## src/rtl/cpu_bus_spi_bridge_if.sv

```systemverilog
// CPU-bus / SPI-controller signal bundle for cpu_bus_spi_bridge.
// slave = bridge side, master = CPU plus flash-controller side.
interface cpu_bus_spi_bridge_if;
  logic        i_E;
  logic        i_Q;
  logic [15:0] i_ADDRESS_BUS;
  logic [7:0]  i_DataBus;
  logic        i_RW;
  logic [7:0]  i_spi_data;
  logic        i_MemoryReady;
  logic        o_spi_ce;
  logic [15:0] o_spi_address;
  logic [7:0]  o_spi_wdata;
  logic        o_spi_rw;
  logic [7:0]  o_DataBus;
  logic        o_data_oe;
  logic        o_MRDY;
  logic        o_timeout;

  modport slave (
    input  i_E, i_Q, i_ADDRESS_BUS, i_DataBus, i_RW, i_spi_data, i_MemoryReady,
    output o_spi_ce, o_spi_address, o_spi_wdata, o_spi_rw, o_DataBus, o_data_oe,
           o_MRDY, o_timeout
  );

  modport master (
    output i_E, i_Q, i_ADDRESS_BUS, i_DataBus, i_RW, i_spi_data, i_MemoryReady,
    input  o_spi_ce, o_spi_address, o_spi_wdata, o_spi_rw, o_DataBus, o_data_oe,
           o_MRDY, o_timeout
  );
endinterface

```

## src/rtl/cpu_bus_spi_bridge.sv

```systemverilog
// 6809 E/Q bus front-end for spi_flash_controller: decode, stretch via MRDY, return read data.
// Optional one-entry read cache is built when BRIDGE_READ_CACHE_EN is defined.
//
// state | meaning
// IDLE  | waiting for a Q rise (E low) that hits the flash window
// REQ   | spi_ce held, MRDY low, waiting for a ready edge or timeout
// DONE  | result returned, data_oe driven for reads until E falls
module cpu_bus_spi_bridge #(
  parameter logic [15:0] WIN_BASE       = 16'h0000,
  parameter logic [15:0] WIN_MASK       = 16'hC000,
  parameter int          SYNC_STAGES    = 2,
  parameter int          TIMEOUT_CYCLES = 4096
) (
  input logic                 clk,
  input logic                 reset,
  cpu_bus_spi_bridge_if.slave bus
);
  localparam int CW = (TIMEOUT_CYCLES > 1) ? $clog2(TIMEOUT_CYCLES) : 1;
  localparam logic [CW-1:0] TC_LAST = CW'(TIMEOUT_CYCLES - 1);

  typedef enum logic [1:0] {IDLE, REQ, DONE} state_t;

  state_t                 state_q;
  logic [SYNC_STAGES-1:0] e_sync_q, q_sync_q;
  logic                   e_prev_q, q_prev_q, rdy_prev_q, e_fell_q;
  logic [CW-1:0]          tmo_cnt_q;
  logic                   spi_ce_q, spi_rw_q, oe_q, mrdy_q, timeout_q;
  logic [15:0]            spi_addr_q;
  logic [7:0]             spi_wdata_q, dbus_q;
`ifdef BRIDGE_READ_CACHE_EN
  logic                   cache_vld_q;
  logic [15:0]            cache_addr_q;
  logic [7:0]             cache_data_q;
`endif

  logic e_s, q_s, cycle_start, e_fall, rdy_rise, win_hit, tc_hit, discard;

  assign e_s         = e_sync_q[SYNC_STAGES-1];
  assign q_s         = q_sync_q[SYNC_STAGES-1];
  assign cycle_start = q_s & ~q_prev_q & ~e_s;
  assign e_fall      = ~e_s & e_prev_q;
  // Edge rather than level, so a ready left high from a previous request is ignored.
  assign rdy_rise    = bus.i_MemoryReady & ~rdy_prev_q;
  assign win_hit     = (bus.i_ADDRESS_BUS & WIN_MASK) == (WIN_BASE & WIN_MASK);
  assign tc_hit      = (tmo_cnt_q == TC_LAST);
  assign discard     = e_fell_q | e_fall;

  always_ff @(posedge clk or posedge reset) begin
    if (reset) begin
      state_q     <= IDLE;
      e_sync_q    <= '0;
      q_sync_q    <= '0;
      e_prev_q    <= 1'b0;
      q_prev_q    <= 1'b0;
      rdy_prev_q  <= 1'b0;
      e_fell_q    <= 1'b0;
      tmo_cnt_q   <= '0;
      spi_ce_q    <= 1'b0;
      spi_addr_q  <= '0;
      spi_wdata_q <= '0;
      spi_rw_q    <= 1'b1;
      dbus_q      <= '0;
      oe_q        <= 1'b0;
      mrdy_q      <= 1'b1;
      timeout_q   <= 1'b0;
`ifdef BRIDGE_READ_CACHE_EN
      cache_vld_q  <= 1'b0;
      cache_addr_q <= '0;
      cache_data_q <= '0;
`endif
    end else begin
      e_sync_q   <= {e_sync_q[SYNC_STAGES-2:0], bus.i_E};
      q_sync_q   <= {q_sync_q[SYNC_STAGES-2:0], bus.i_Q};
      e_prev_q   <= e_s;
      q_prev_q   <= q_s;
      rdy_prev_q <= bus.i_MemoryReady;

      case (state_q)
        IDLE: begin
          if (cycle_start && win_hit) begin
            spi_addr_q  <= bus.i_ADDRESS_BUS;
            spi_wdata_q <= bus.i_DataBus;
            spi_rw_q    <= bus.i_RW;
            e_fell_q    <= 1'b0;
`ifdef BRIDGE_READ_CACHE_EN
            if (bus.i_RW && cache_vld_q && (cache_addr_q == bus.i_ADDRESS_BUS)) begin
              dbus_q  <= cache_data_q;
              oe_q    <= 1'b1;
              state_q <= DONE;
            end else begin
              if (!bus.i_RW) cache_vld_q <= 1'b0;
              spi_ce_q  <= 1'b1;
              mrdy_q    <= 1'b0;
              tmo_cnt_q <= '0;
              state_q   <= REQ;
            end
`else
            spi_ce_q  <= 1'b1;
            mrdy_q    <= 1'b0;
            tmo_cnt_q <= '0;
            state_q   <= REQ;
`endif
          end
        end

        REQ: begin
          if (e_fall) e_fell_q <= 1'b1;
          if (rdy_rise || tc_hit) begin
            spi_ce_q <= 1'b0;
            mrdy_q   <= 1'b1;
            if (rdy_rise) begin
              if (spi_rw_q && !discard) dbus_q <= bus.i_spi_data;
`ifdef BRIDGE_READ_CACHE_EN
              if (spi_rw_q) begin
                cache_vld_q  <= 1'b1;
                cache_addr_q <= spi_addr_q;
                cache_data_q <= bus.i_spi_data;
              end
`endif
            end else begin
              timeout_q <= 1'b1;
              if (!discard) dbus_q <= 8'hFF;
`ifdef BRIDGE_READ_CACHE_EN
              cache_vld_q <= 1'b0;
`endif
            end
            // CPU already left the cycle: nothing to drive, skip DONE.
            if (discard) begin
              state_q <= IDLE;
            end else begin
              oe_q    <= spi_rw_q;
              state_q <= DONE;
            end
          end else begin
            tmo_cnt_q <= tmo_cnt_q + 1'b1;
          end
        end

        DONE: begin
          if (e_fall) begin
            oe_q    <= 1'b0;
            state_q <= IDLE;
          end
        end

        default: state_q <= IDLE;
      endcase
    end
  end

  assign bus.o_spi_ce      = spi_ce_q;
  assign bus.o_spi_address = spi_addr_q;
  assign bus.o_spi_wdata   = spi_wdata_q;
  assign bus.o_spi_rw      = spi_rw_q;
  assign bus.o_DataBus     = dbus_q;
  assign bus.o_data_oe     = oe_q;
  assign bus.o_MRDY        = mrdy_q;
  assign bus.o_timeout     = timeout_q;
endmodule

```

## src/flat_wrapper.sv

```systemverilog
// flat-port wrapper written by rule: the top's interface ports become plain ports
module cpu_bus_spi_bridge_flat 
#(
  parameter logic [15:0] WIN_BASE       = 16'h0000,
  parameter logic [15:0] WIN_MASK       = 16'hC000,
  parameter int          SYNC_STAGES    = 2,
  parameter int          TIMEOUT_CYCLES = 4096
)
  (clk, reset, bus_i_E, bus_i_Q, bus_i_ADDRESS_BUS, bus_i_DataBus, bus_i_RW, bus_i_spi_data, bus_i_MemoryReady, bus_o_spi_ce, bus_o_spi_address, bus_o_spi_wdata, bus_o_spi_rw, bus_o_DataBus, bus_o_data_oe, bus_o_MRDY, bus_o_timeout);
  cpu_bus_spi_bridge_if bus_i ();
  input logic clk;
  input logic reset;
  input wire logic [$bits(bus_i.i_E)-1:0] bus_i_E;
  input wire logic [$bits(bus_i.i_Q)-1:0] bus_i_Q;
  input wire logic [$bits(bus_i.i_ADDRESS_BUS)-1:0] bus_i_ADDRESS_BUS;
  input wire logic [$bits(bus_i.i_DataBus)-1:0] bus_i_DataBus;
  input wire logic [$bits(bus_i.i_RW)-1:0] bus_i_RW;
  input wire logic [$bits(bus_i.i_spi_data)-1:0] bus_i_spi_data;
  input wire logic [$bits(bus_i.i_MemoryReady)-1:0] bus_i_MemoryReady;
  output wire logic [$bits(bus_i.o_spi_ce)-1:0] bus_o_spi_ce;
  output wire logic [$bits(bus_i.o_spi_address)-1:0] bus_o_spi_address;
  output wire logic [$bits(bus_i.o_spi_wdata)-1:0] bus_o_spi_wdata;
  output wire logic [$bits(bus_i.o_spi_rw)-1:0] bus_o_spi_rw;
  output wire logic [$bits(bus_i.o_DataBus)-1:0] bus_o_DataBus;
  output wire logic [$bits(bus_i.o_data_oe)-1:0] bus_o_data_oe;
  output wire logic [$bits(bus_i.o_MRDY)-1:0] bus_o_MRDY;
  output wire logic [$bits(bus_i.o_timeout)-1:0] bus_o_timeout;
  assign bus_i.i_E = bus_i_E;
  assign bus_i.i_Q = bus_i_Q;
  assign bus_i.i_ADDRESS_BUS = bus_i_ADDRESS_BUS;
  assign bus_i.i_DataBus = bus_i_DataBus;
  assign bus_i.i_RW = bus_i_RW;
  assign bus_i.i_spi_data = bus_i_spi_data;
  assign bus_i.i_MemoryReady = bus_i_MemoryReady;
  assign bus_o_spi_ce = bus_i.o_spi_ce;
  assign bus_o_spi_address = bus_i.o_spi_address;
  assign bus_o_spi_wdata = bus_i.o_spi_wdata;
  assign bus_o_spi_rw = bus_i.o_spi_rw;
  assign bus_o_DataBus = bus_i.o_DataBus;
  assign bus_o_data_oe = bus_i.o_data_oe;
  assign bus_o_MRDY = bus_i.o_MRDY;
  assign bus_o_timeout = bus_i.o_timeout;
  cpu_bus_spi_bridge #(.WIN_BASE(WIN_BASE), .WIN_MASK(WIN_MASK), .SYNC_STAGES(SYNC_STAGES), .TIMEOUT_CYCLES(TIMEOUT_CYCLES)) u_core (.clk(clk), .reset(reset), .bus(bus_i));
endmodule
```

## config.mk

```make
export PLATFORM = sky130hd
export DESIGN_NAME = cpu_bus_spi_bridge_flat
export DESIGN_NICKNAME = d
export VERILOG_FILES = /design/src/rtl/cpu_bus_spi_bridge_if.sv /design/src/rtl/cpu_bus_spi_bridge.sv /design/src/flat_wrapper.sv
export SDC_FILE = /design/constraint.sdc
export NUM_CORES = 1
export LEC_CHECK = 0
export CAP_MARGIN = 25
export CORE_AREA = 3 3 60 117
export CTS_CLUSTER_SIZE = 25
export DETAILED_ROUTE_END_ITERATION = 8
export DIE_AREA = 0 0 63 120
export PLACE_DENSITY = 0.82
export SYNTH_ARGS = -nofsm -noshare
export SYNTH_HDL_FRONTEND = slang
export SYNTH_SLANG_ARGS = --single-unit
```

## constraint.sdc

```tcl
create_clock -name clk -period 1.5 [get_ports clk]
set_input_delay 0.15 -clock clk [delete_from_list [all_inputs] [get_ports clk]]
set_output_delay 0.15 -clock clk [all_outputs]
set_load 0.01 [all_outputs]
```

==> results of run 1 <==
area by class of cell:
cell class,count,area (um^2),area share (%)
tap,86,107.6,2.553
timing repair buffer,122,1141,27.08
sequential,59,1479,35.10
clock buffer,13,270.3,6.413
inverter,6,26.28,0.6235
clock inverter,2,10.01,0.2375
multi-input combinational,136,1180,28.00
Yosys cell counts, drive strengths merged, types with 2 or more instances:
library cell / count / share of area, %
o21ai: 7 / 1.4
nand2b: 6 / 1.8
nor3: 3 / 1.0
o22ai: 9 / 2.2
and2: 2 / 0.49
nand4: 2 / 0.49
a21oi: 20 / 3.9
dfrtp: 57 / 56
dfstp: 2 / 2.0
nor4: 6 / 3.4
mux2i: 7 / 2.7
and3: 2 / 0.49
nor2b: 3 / 0.73
nand2: 17 / 2.5
buf: 5 / 1.5
nand3: 5 / 1.4
nor2: 5 / 0.83
mux2: 24 / 11
or3: 3 / 0.73
inv: 6 / 0.88
clkbuf: 4 / 0.59
report_power, final:
part           switching (mW)  internal, mW  leakage [nW]
sequential              0.194          1.90         0.750
clock                   0.685          1.23         0.141
combinational           0.632         0.931         0.909
worst max-delay path by stage:
stage / slack [ps] / cells after the start / endpoint / start
after floorplan: -30 / 5 / u_core.bus.o_DataBus[0] / u_core.state_q[1]
after global placement: -230 / 5 / u_core.bus.o_spi_address[7] / bus_i_ADDRESS_BUS[15]
after global routing: -260 / 6 / u_core.bus.o_data_oe / u_core.tmo_cnt_q[1]
after detailed placement: -280 / 5 / u_core.bus.o_spi_wdata[3] / bus_i_ADDRESS_BUS[15]
after CTS: -120 / 5 / u_core.bus.o_data_oe / u_core.tmo_cnt_q[6]
final: -190 / 6 / u_core.bus.o_data_oe / u_core.tmo_cnt_q[1]
worst max-delay path, stage by stage (launching register included):
cell and delay, ps:
dfrtp_1 380, ha_4 170, nand3_4 80, nor4_4 350
buf_4 210, o22ai_2 80, mux2_4 300
registers in the layout, summed over array words and instances, names as in the netlist:
signal                    flops
u_core.bus.o_spi_address     16
u_core.tmo_cnt_q             12
u_core.bus.o_DataBus          8
u_core.bus.o_spi_wdata        8
u_core.e_sync_q               2
u_core.q_sync_q               2
u_core.state_q                2
u_core.bus.o_MRDY             1
u_core.bus.o_data_oe          1
u_core.bus.o_spi_ce           1
u_core.bus.o_spi_rw           1
u_core.bus.o_timeout          1
u_core.e_fell_q               1
u_core.e_prev_q               1
u_core.q_prev_q               1
u_core.rdy_prev_q             1
what timing repair did:
item                       CTS  global route
setup buffers                3             6
pin swaps                    6             8
resized for setup           20            15
setup endpoints to repair   48            26
hold buffers                 0             0
cloned                       2             0
cells by family (layout without fill, tap and decap cells):
family,after synthesis,after routing
simple gates,59,60
flops,59,59
buf+inv,15,143
fa+ha+maj,1,1
compound gates,44,44
mux,31,31
layer usage:
metal / part of all wire, % / GRT usage [%]
met5: 0 / 0
met4: 4.1 / 13.42
met3: 4.2 / 4.963
met2: 58 / 35.74
met1: 34 / 19.01
==> results by group, run 1 <==
Outcome
  • Status: finished, violations left
  • Failing checks: negative setup slack

Timing
  • Hold slack: 168.1 ps
  • Tcrit/Tclk final: 112.8%
  • Slew @ Worst Pin: 379.9 ps
  • Slew headroom: 74.62%
  • Post-route setup slack: -191.8 ps
  • Fin. Hold Viols: 0
  • RSZ-0062 raised after global routing: true
  • Minimum clock period: 1692 ps
  • Final setup fails: 20
  • Fmax: 591.1 MHz
  • Clock Skew: slightly below 7 ps
  • Fin. max-slew vios: 0
  • TNS Setup: -2135 ps

Floorplanning
  • DIE HEIGHT: between 100 and 150 um
  • Die Area: 7560 um^2
  • Initial Util: between 40% and 50%
  • Die Width: 63 um
  • # rows: 41
  • Core Region: 6310 um^2
  • I/O pin total: 75

Critical path
  • CP arrival: 1910 ps
  • Worst R2R Setup Slack: -190 ps
  • R2r endpoint: u_core.bus.o_data_oe
  • Worst-path fanout max: 5
  • Req. time, crit path: 1710 ps
  • Reg2Reg Depth: 6
  • Worst r2r src: u_core.tmo_cnt_q[1]
  • Crit path capture type: flip-flop
  • Startpoint class of the critical path: flip-flop
  • WS Path Type: reg -> reg

Clock network
  • Clock tree buffer depth: 2
  • Root Driver: clkbuf_16
  • Num Clock Sinks: 59
  • Worst skew pair latency: 330 ps
  • CTS tree: done
  • Cts bufs inserted: 9
  • H-tree Lvls: 3
  • Reg clk slew, reported paths: roughly 50 ps

Place
  • Placed Area: 3724 um^2
  • IO buf count: 74
  • Final GP Congestion: 0.8050
  • Place WS: -284.7 ps
  • Placed cells: 400
  • Post-DP HPWL: ~5000 um

GRT
  • Pin count of the biggest net entering global routing: 25
  • Number of global-route vias before repair: 2380
  • First-pass GRT wire length: 11250 um
  • GR Overflow Total: 0
  • Initial antenna violation count: 0
  • Gr usage total: 19.73%

Route
  • DRT Wirelength: about 7300 um
  • WL/cell: 17.22 um
  • TritonRoute pass-1 iters: 4
  • Antenna Nets Post-Route: 0
  • Vias/cell: around 5.2
  • Vias after detailed routing: 2198
  • DRC errors left: 0
  • Initial drt markers: 83

Cells and area
  • Most common cell after layout, fill and taps aside: clkdlybuf4s50_1
  • Most frequent cells in the layout: clkdlybuf4s50_1 (72), dfrtp_1 (57), buf_4 (44)
  • Non-filler cells, final: 424
  • Final instance area: 4214 um^2
  • Number of fill cells: roughly 430
  • Share of layout cells above drive strength 1: 36.39%
  • Diodes inserted: 0
  • Final core utilization: around 67%
  • Area Growth Syn to Fin: 64.37%
  • Net count, final: 373

Power
  • Power consumption: ~5.6 mW
  • PwrDens: 1324 nW/um^2
  • Worst IR Drop VDD: 0.9414 mV
  • Leak: 1.800 nW

Logic synthesis
  • Syn Inst Count: 209
  • Count of flip-flops with a built-in enable after synthesis: 0
  • Unique masters post-synth: between 40 and 50
  • Synth Warn #: 0
  • Sequential area share after synthesis: 57.69%
  • Post-synthesis simple-gate area fraction: 15.67%
  • Mean Syn Cell Area: about 12 um^2
  • Mapped cell area: 2564 um^2
  • Post-synthesis register bit count: 59
  • Main synth FF type: dfrtp_1
  • Asr flop ratio synth: 100.0%
  • Compound-Gate Fraction of Synth Area: 9.956%
  • Xor and xnor area share after synthesis: 0%
  • Mux contribution to synthesized area: 13.27%
  • Largest family of logic cells by synthesized area: simple AND/OR/NAND/NOR gates
  • Synth Area in Adders: less than 1%
  • Post-Syn Nets: 248

Flow run
  • Max Cap Viol: 0

Worst hold path
  • Worst Hold Class: in -> async
No activity file was read; power rests on OpenSTA's default activity.
==> run 2: changes to the inputs <==
ABC_CLOCK_PERIOD_IN_PS = 1500   (was default)
TNS_END_PERCENT = 10   (was default)
==> run 2 against run 1 <==
Net effect:
- the run still ends with negative setup slack left
- non-clock buffer count fell by 9
- hold slack improved by 14 ps
- core utilization decreased by 1.9 points
- total power down 4.1%
- sequential cell count unchanged
- die area did not move
- final cell count down 2.6%
- clock-buffer cell count shrank 2
- first-iteration DRC count fell by 16%
- critical path depth fell by 1
- critical path type unchanged
- highest routed layer unchanged
==> results by group, run 2 (same netlist as run 1, synthesis figures left out) <==
Flow run
  • Max Cap Viol: 0

Cells and area
  • Share of layout cells above drive strength 1: 32.42%
  • Non-filler cells, final: around 410
  • Net count, final: about 360
  • Most common cell after layout, fill and taps aside: clkdlybuf4s50_1
  • Final instance area: 4096 um^2
  • Flip-flop count of the largest register after layout: 16
  • Final core utilization: about two thirds
  • Most frequent cells in the layout: clkdlybuf4s50_1 (72), dfrtp_1 (57), buf_4 (33)
  • Area Growth Syn to Fin: 59.79%
  • Diodes inserted: 0

GRT
  • Pin count of the biggest net entering global routing: 27
  • Gr usage total: 19.03%
  • Met3 usage: ~6.4%
  • GRT met1 Usage: 19.41%
  • First-pass GRT wire length: 10870 um
  • Initial antenna violation count: 0
  • GR Overflow Total: 0
  • Global route hottest layer: met2
  • Number of global-route vias before repair: between 2000 and 2500
  • Met2 Use GR: 33.62%

Outcome
  • Failing checks: negative setup slack
  • Status: finished, violations left

Floorplanning
  • Initial Util: 40.63%
  • DIE HEIGHT: around 120 um
  • Die Area: 7560 um^2
  • I/O pin total: 75
  • Die Width: around 63 um
  • # rows: 41
  • Core Region: between 6000 and 7000 um^2

Route
  • Initial drt markers: 70
  • WL/cell: 16.30 um
  • DRC errors left: 0
  • DRT Wirelength: ~6700 um
  • Vias after detailed routing: 2124
  • TritonRoute pass-1 iters: 5
  • Antenna Nets Post-Route: 0
  • Vias/cell: 5.143

Power
  • PwrDens: between 1000 and 1500 nW/um^2
  • Worst IR Drop VDD: 1.019 mV
  • Leak: 1.751 nW

Critical path
  • Worst-path fanout max: 6
  • Crit path from: u_core.tmo_cnt_q[10]
  • Worst R2R Setup Slack: -130 ps
  • Buf/Inv on CP: 1
  • Startpoint class of the critical path: flip-flop
  • Req. time, crit path: around 1700 ps
  • R2r endpoint: u_core.bus.o_data_oe
  • Reg2Reg Depth: 5
  • Crit path capture type: flip-flop
  • Delay-heaviest family, CP: simple AND/OR/NAND/NOR gates
  • WS Path Type: reg -> reg
  • CP max stage delay: 350 ps
  • Worst path cell trace: nand4_1, nor4_4, buf_4, o22ai_1, mux2_1
  • CP arrival: 1840 ps
  • Crit path max-delay cell type: dfrtp_1
  • Worst r2r src: u_core.tmo_cnt_q[10]

Place
  • Final GP Congestion: 0.8662
  • Placed cells: around 390
  • Post-DP HPWL: around 4800 um
  • IO buf count: 74
  • Placed Area: 3656 um^2

Clock network
  • Root Driver: clkbuf_16
  • Worst skew pair latency: around 320 ps
  • Num Clock Sinks: 59
  • CTS tree: done
  • Cts bufs inserted: 9
  • H-tree Lvls: 3
  • Clock tree buffer depth: 2
  • Reg clk slew, reported paths: 50 ps

Timing
  • RSZ-0062 raised after global routing: true
  • Fmax: 613.0 MHz
  • Post-route setup slack: -131.3 ps
  • Fin. max-slew vios: 0
  • Clock Skew: around 7.0 ps
  • TNS Setup: -1113 ps
  • Final setup fails: 20
  • Slew headroom: 72.56%
  • Tcrit/Tclk final: 108.8%
  • Slew @ Worst Pin: ~410 ps
  • Fin. Hold Viols: 0
  • Minimum clock period: 1631 ps
  • Hold slack: 182.3 ps

Worst hold path
  • Worst Hold Class: in -> async
[run 2: per-layer routing]
layer,share of wire [%],up-vias
met5,0,-
met1,34,1048
met2,58,73
met3,4.6,20
li1,-,983
met4,3.4,0
[run 2: power by group]
part | leakage (nW) | switching, mW | internal, mW | total (mW)
Sequential | 0.750 | 0.193 | 1.90 | 2.10
Clock | 0.137 | 0.653 | 1.17 | 1.83
Combinational | 0.864 | 0.588 | 0.839 | 1.43
Total | 1.75 | 1.43 | 3.92 | 5.35
[run 2: cell type report]
type / count / area, um^2
Clock inverter: 3 / 15.01
Fill cell: 429 / 2213
Tap cell: 86 / 107.6
Clock buffer: 11 / 252.7
Timing Repair Buffer: 113 / 1090
Sequential cell: 59 / 1479
Inverter: 6 / 26.28
Multi-Input combinational cell: 135 / 1126
[run 2: repair_timing]
item	CTS	global route
setup endpoints to repair	44	48
resized for setup	18	16
hold buffers	0	0
pin swaps	4	11
cloned	0	0
setup buffers	3	3
[run 2: metrics by stage]
step	setup WS, ps	total power, mW
global placement	-223.7	3.405
detailed placement	-287.4	3.451
global route	-195.0	5.597
finish	-131.3	5.351
CTS	-163.4	5.370
floorplan	-46.39	2.642
[run 2: worst max-delay path by stage]
stage | endpoint | slack (ps) | cells past startpoint
3_3_place_gp | u_core.bus.o_DataBus[6] | -220 | 5
6_report | u_core.bus.o_data_oe | -130 | 5
5_1_grt | u_core.bus.o_data_oe | -190 | 5
2_1_floorplan | u_core.bus.o_data_oe | -50 | 5
4_1_cts | u_core.bus.o_data_oe | -160 | 6
3_5_place_dp | u_core.bus.o_DataBus[4] | -290 | 5
